[config.mk]
export PLATFORM = sky130hd
export DESIGN_NAME = part_shift_ctl
export DESIGN_NICKNAME = d
export VERILOG_FILES = /design/src/rtl/part_shift_ctl_pkg.sv /design/src/rtl/part_shift_shadow.sv /design/src/rtl/part_shift_ctl.sv
export SDC_FILE = /design/constraint.sdc
export NUM_CORES = 1
export LEC_CHECK = 0
export CORE_MARGIN = 3
export CORE_UTILIZATION = 50
export CTS_CLUSTER_DIAMETER = 80
export CTS_CLUSTER_SIZE = 30
export DETAILED_ROUTE_END_ITERATION = 8
export PLACE_DENSITY = 0.84
export RECOVER_POWER = 50
export SETUP_SLACK_MARGIN = 0.1
export SLEW_MARGIN = 20
export SYNTH_ARGS = -nofsm -noshare
export SYNTH_HDL_FRONTEND = slang
export SYNTH_SLANG_ARGS = --single-unit
export TNS_END_PERCENT = 30
[constraint.sdc]
create_clock -name CLK -period 3.9 [get_ports CLK]
set_input_delay 0.78 -clock CLK [delete_from_list [all_inputs] [get_ports CLK]]
set_output_delay 0.78 -clock CLK [all_outputs]
set_load 0.02 [all_outputs]
[src/rtl/part_shift_ctl_pkg.sv]
// Shared constants for the 74S194 chain sequencer.
// Optional feature macro: PART_SHIFT_CTL_ROTATE_EN (enables CMD_ROT rotate mode).
package part_shift_ctl_pkg;

  // Command op codes
  localparam logic [1:0] OP_CLR = 2'b00;
  localparam logic [1:0] OP_UP  = 2'b01;
  localparam logic [1:0] OP_DN  = 2'b10;
  localparam logic [1:0] OP_LD  = 2'b11;

  // 194 mode select {S1,S0}
  localparam logic [1:0] MODE_HOLD = 2'b00;
  localparam logic [1:0] MODE_UP   = 2'b01;
  localparam logic [1:0] MODE_DN   = 2'b10;
  localparam logic [1:0] MODE_LD   = 2'b11;

  typedef enum logic [1:0] {
    IDLE = 2'b00,
    ACT  = 2'b01,
    FIN  = 2'b10
  } state_t;

`ifdef PART_SHIFT_CTL_ROTATE_EN
  localparam bit ROT_EN = 1'b1;
`else
  localparam bit ROT_EN = 1'b0;
`endif

endpackage

[src/rtl/part_shift_shadow.sv]
// Behavioural mirror of a chain of 74S194 parts; bit 0 = part 0 Q0.
module part_shift_shadow
  import part_shift_ctl_pkg::*;
#(
  parameter int unsigned WIDTH = 16
) (
  input  logic             CLK,
  input  logic             RESET,
  input  logic             S1,
  input  logic             S0,
  input  logic             SIR,
  input  logic             SIL,
  input  logic             CLR_N,
  input  logic [WIDTH-1:0] P_DATA,
  output logic [WIDTH-1:0] SHADOW
);

  // Chain update: clear dominates, then mode select
  always_ff @(posedge CLK) begin
    if (RESET || !CLR_N) begin
      SHADOW <= '0;
    end else begin
      case ({S1, S0})
        MODE_UP: SHADOW <= {SHADOW[WIDTH-2:0], SIR};
        MODE_DN: SHADOW <= {SIL, SHADOW[WIDTH-1:1]};
        MODE_LD: SHADOW <= P_DATA;
        default: SHADOW <= SHADOW;
      endcase
    end
  end

endmodule

[src/rtl/part_shift_ctl.sv]
// Command sequencer for a WIDTH/4-part 74S194 chain with a cycle-exact shadow.
// Optional feature macro: PART_SHIFT_CTL_ROTATE_EN (CMD_ROT turns shifts into rotates).
module part_shift_ctl
  import part_shift_ctl_pkg::*;
#(
  parameter int unsigned WIDTH   = 16,
  parameter int unsigned COUNT_W = 5
) (
  input  logic               CLK,
  input  logic               RESET,
  input  logic               CMD_VALID,
  output logic               CMD_READY,
  input  logic [1:0]         CMD_OP,
  input  logic [COUNT_W-1:0] CMD_COUNT,
  input  logic               CMD_FILL,
  input  logic               CMD_ROT,
  input  logic [WIDTH-1:0]   CMD_DATA,
  output logic               S1,
  output logic               S0,
  output logic               SIR,
  output logic               SIL,
  output logic               CLR_N,
  output logic [WIDTH-1:0]   P_DATA,
  output logic [WIDTH-1:0]   SHADOW,
  output logic               DONE
);

  state_t               state_q, state_d;
  logic [COUNT_W-1:0]   cnt_q, cnt_d;
  logic [1:0]           op_q, op_d;
  logic                 fill_q, fill_d;
  logic                 rot_q, rot_d;
  logic [1:0]           mode_q, mode_d;
  logic                 sir_q, sir_d;
  logic                 sil_q, sil_d;
  logic                 clr_n_q, clr_n_d;
  logic [WIDTH-1:0]     p_data_q, p_data_d;
  logic                 done_q, done_d;
  logic                 ready_q, ready_d;
  logic                 accept;
  logic                 rot_req;

  // Rotate request only honoured when the feature is built in
  assign rot_req = CMD_ROT & ROT_EN;
  assign accept  = CMD_VALID & ready_q;

  // Next-state and next-output logic
  always_comb begin
    state_d  = state_q;
    cnt_d    = cnt_q;
    op_d     = op_q;
    fill_d   = fill_q;
    rot_d    = rot_q;
    mode_d   = MODE_HOLD;
    sir_d    = 1'b0;
    sil_d    = 1'b0;
    clr_n_d  = 1'b1;
    p_data_d = p_data_q;
    done_d   = 1'b0;
    ready_d  = 1'b0;
    case (state_q)
      IDLE, FIN: begin
        state_d = IDLE;
        ready_d = 1'b1;
        if (accept) begin
          state_d = ACT;
          ready_d = 1'b0;
          op_d    = CMD_OP;
          cnt_d   = CMD_COUNT;
          fill_d  = CMD_FILL;
          rot_d   = rot_req;
          case (CMD_OP)
            OP_CLR: clr_n_d = 1'b0;
            OP_LD: begin
              mode_d   = MODE_LD;
              p_data_d = CMD_DATA;
            end
            default: begin
              if (CMD_COUNT == '0) begin
                // Nothing to shift: complete in the very next cycle
                state_d = FIN;
                done_d  = 1'b1;
                ready_d = 1'b1;
              end else if (CMD_OP == OP_UP) begin
                mode_d = MODE_UP;
                sir_d  = rot_req ? SHADOW[WIDTH-1] : CMD_FILL;
              end else begin
                mode_d = MODE_DN;
                sil_d  = rot_req ? SHADOW[0] : CMD_FILL;
              end
            end
          endcase
        end
      end
      ACT: begin
        if (op_q == OP_CLR || op_q == OP_LD || cnt_q <= COUNT_W'(1)) begin
          state_d = FIN;
          done_d  = 1'b1;
          ready_d = 1'b1;
        end else begin
          // Rotate taps the bit that will be at the far end after this edge's shift
          cnt_d = cnt_q - COUNT_W'(1);
          if (op_q == OP_UP) begin
            mode_d = MODE_UP;
            sir_d  = rot_q ? SHADOW[WIDTH-2] : fill_q;
          end else begin
            mode_d = MODE_DN;
            sil_d  = rot_q ? SHADOW[1] : fill_q;
          end
        end
      end
      default: state_d = IDLE;
    endcase
  end

  // State and output registers
  always_ff @(posedge CLK) begin
    if (RESET) begin
      state_q  <= IDLE;
      cnt_q    <= '0;
      op_q     <= OP_CLR;
      fill_q   <= 1'b0;
      rot_q    <= 1'b0;
      mode_q   <= MODE_HOLD;
      sir_q    <= 1'b0;
      sil_q    <= 1'b0;
      clr_n_q  <= 1'b0;
      p_data_q <= '0;
      done_q   <= 1'b0;
      ready_q  <= 1'b0;
    end else begin
      state_q  <= state_d;
      cnt_q    <= cnt_d;
      op_q     <= op_d;
      fill_q   <= fill_d;
      rot_q    <= rot_d;
      mode_q   <= mode_d;
      sir_q    <= sir_d;
      sil_q    <= sil_d;
      clr_n_q  <= clr_n_d;
      p_data_q <= p_data_d;
      done_q   <= done_d;
      ready_q  <= ready_d;
    end
  end

  assign CMD_READY = ready_q;
  assign S1        = mode_q[1];
  assign S0        = mode_q[0];
  assign SIR       = sir_q;
  assign SIL       = sil_q;
  assign CLR_N     = clr_n_q;
  assign P_DATA    = p_data_q;
  assign DONE      = done_q;

  // Shadow follows the registered chain controls on the same edge as the chain
  part_shift_shadow #(
    .WIDTH (WIDTH)
  ) u_shadow (
    .CLK    (CLK),
    .RESET  (RESET),
    .S1     (S1),
    .S0     (S0),
    .SIR    (SIR),
    .SIL    (SIL),
    .CLR_N  (CLR_N),
    .P_DATA (P_DATA),
    .SHADOW (SHADOW)
  );

endmodule

==> flow_summary_export.csv <==
group,metric,value,unit
grt,grt_pass1_vias,1873,
yosys,syn_avg_cell_area,9.85,sq um
worst_setup_path,crit_required,4.05,ns
run,max-cap-violations,0,
yosys,synth_warnings,0,
worst_setup_path,cpPeakStageDelay,0.83,ns
yosys,synth_cells,227,
detailed_routing,antenna_left,0,
detailed_routing,viasPerCell,5.66,
cells_and_area,layout_common_cells,"49 x dfxtp_1, 47 x nand2_1, 33 x dlygate4sd3_1",
placement,portBuffers,65,
detailed_routing,drt_pass1_iterations,5,
detailed_routing,dr_total_vias,1925,
worst_setup_path,startpoint_type,"input pin",
grt,grt.total_usage,22.0,%
grt,grt_util_met2,36.3,%
cells_and_area,nFillCells,319,
min_path,holdCritPathClass,"flip-flop to flip-flop",
sta,slew_viol_final,0,
floorplanning,dieArea,5310,sq um
yosys,synth_async_sr_flop_share,0,%
grt,antenna_found_initial,0,
sta,holdWs,0.461,ns
yosys,synth_nets,261,
floorplanning,start_util,54.0,%
sta,rsz0062_at_grt,"no",
yosys,syn_area,2240,sq um
cells_and_area,layout.nets,323,
yosys,synth-seq-cells,49,
cells_and_area,post-route-cell-area,3030,sq um
sta,tns,0,ns
sta,final-hold-violation-count,0,
grt,top_usage_layer,"met2",
worst_setup_path,reg2reg_depth,6,
cells_and_area,fin_cells,340,
worst_setup_path,cp-end-kind,"flip-flop",
detailed_routing,routed_wl,5500,um
worst_setup_path,crit_start,"RESET",
yosys,yosys.area.top_type_share,43.9,%
placement,dp_cells,332,
pwr,leakagePower,1.15,nW
clocking,cts_tree,"done",
clocking,cts_inserted_buffers,5,
worst_setup_path,r2r-end,"cnt_q[0]$_SDFFE_PP0P_",
detailed_routing,drcViolationCount,0,
yosys,ys_types,41,
worst_setup_path,critPathArrivalTime,2.74,ns
worst_setup_path,crit_chain,"dlygate4sd3_1 > clkbuf_1 > a311o_1 > o31ai_1",
grt,grtUsageMet1,27.4,%
floorplanning,die_height,72.9,um
worst_setup_path,r2r_setup_slack,2.06,ns
worst_setup_path,worstPathMaxFanout,21,
status,status,"completed",
pwr,powerDensity,335,nW/um^2
clocking,clock_latency,0.30,ns
clocking,path_clk_slew,0.09,ns
floorplanning,core_area,4140,sq um
sta,tightest_slew,1.04,ns
cells_and_area,drive_gt1_share,10.7,%
clocking,cts-root-buf,"clkbuf_8",
worst_setup_path,crit_path_end,"CMD_READY$_SDFF_PP0_",
pwr,power,1.01,mW
yosys,ys_seq_area_share,43.9,%
worst_setup_path,worstSetupPathType,"input pin to flip-flop",
clocking,postCtsHoldBufs,0,
yosys,synth_top_area_cell,"dfxtp_1",
floorplanning,ios,67,
sta,fin_crit_sh,66.4,%
yosys,yosys-top-cells-area,"dfxtp_1 44%, mux4_2 16%, nand2_1 7.9%",
placement,placed_area,2910,sq um
sta,skew,0.00579,ns
placement,place.gp.congestion,0.899,
clocking,numClockSinks,49,
sta,fin_ws,1.31,ns
clocking,cts.repair.resized,0,
grt,grt_pass1_wl,8950,um
cells_and_area,utilization,73.1,%
placement,dp_slack,1.24,ns
cells_and_area,final_common_cell,"dfxtp_1",
grt,use_met3,4.68,%
floorplanning,die_w,72.9,um
grt,grt_max_degree,22,
grt,overflow,0,
detailed_routing,wl_per_cell,16.2,um
detailed_routing,drt_iter0_markers,114,
sta,setup_violations,0,
worst_setup_path,cp_slowest_cell,"dlygate4sd3_1",
cells_and_area,areaGrowthSynthToFinish,35.5,%
worst_setup_path,worstReg2RegStart,"op_q[1]$_SDFFE_PP0P_",
clocking,cts_buffer_depth,2,
yosys,synth_edf_count,0,
yosys,yosys_most_used_dff,"dfxtp_1",
sta,slew_headroom,30.7,%
sta,fin_crit,2.59,ns
clocking,ctsHtreeMaxLevel,2,
placement,hpwl,3950,um
sta,clock.fmax,386,MHz
pwr,ir_drop,0.242,mV
clocking,post_cts_buffers,0,
cells_and_area,num_antenna_cells,0,
floorplanning,row_count,23,
## per-layer routing
metal  part of all wire (%)  vias to the layer above
met5                      0                        -
met4                    1.9                        0
met3                    6.3                        8
met2                     50                       68
met1                     41                      919
li1                       -                      930
## cell usage after synthesis (2+ instances only)
library cell  number
dfxtp_1           49
nand2_1           47
a21oi_1           25
and2_1            18
mux4_2            16
clkbuf_1           8
inv_1              7
ha_1               6
nor2_1             6
a31oi_1            4
buf_2              3
nand3_1            3
nor3_1             3
nor2b_1            2
nor3b_1            2
nor4_1             2
o31ai_1            2
## area by class of cell
cell class / count / area [sq um] / area share (%)
clock inverters: 2 / 37.5 / 1.24
clock buffers: 6 / 82.6 / 2.73
flip-flops and latches: 49 / 981 / 32.4
well taps: 50 / 62.6 / 2.06
inverters: 7 / 26.3 / 0.867
repair buffers: 68 / 669 / 22.1
multi-input cells: 158 / 1170 / 38.6
## registers in the layout, summed over array words and instances, names as in the netlist
register and count:
state_q 2, mode_q 2, SIL 1, DONE 1
cnt_q 5, CMD_READY 1, SIR 1, op_q 2
CLR_N 1, u_shadow.SHADOW 16, fill_q 1, P_DATA 16
## report_power, final
| group | switching [mW] | leakage, nW | internal (mW) |
|---|---|---|---|
| Sequential | 0.0100 | 0.397 | 0.512 |
| Combinational | 0.0620 | 0.695 | 0.0560 |
| Clock | 0.166 | 0.0574 | 0.208 |
## cells by family after synthesis
group	synth area share (%)
and+or+nand+nor	20.0
DFF	43.9
AOI/OAI and AO/OA	12.9
buffers and inverters	3.75
muxes	16.1
adders and majority gates	3.36
## how the worst min path moves through the flow
stage,from,to,slack [ns],cells past startpoint
CTS,op_q[1]$_SDFFE_PP0P_,op_q[1]$_SDFFE_PP0P_,0.46,2
global placement,op_q[1]$_SDFFE_PP0P_,op_q[1]$_SDFFE_PP0P_,0.45,2
floorplan,op_q[1]$_SDFFE_PP0P_,op_q[1]$_SDFFE_PP0P_,0.44,2
global route,P_DATA[2]$_SDFFE_PP0P_,P_DATA[2]$_SDFFE_PP0P_,0.50,2
detailed placement,op_q[1]$_SDFFE_PP0P_,op_q[1]$_SDFFE_PP0P_,0.45,2
finish,op_q[1]$_SDFFE_PP0P_,op_q[1]$_SDFFE_PP0P_,0.46,2
## worst max-delay path, delay by kind of cell
kind / cells / cell delay, ns
AO/OA/AOI/OAI: 2 / 0.28
buffers and inverters: 2 / 1.65
(Power assumes the default switching activity.)
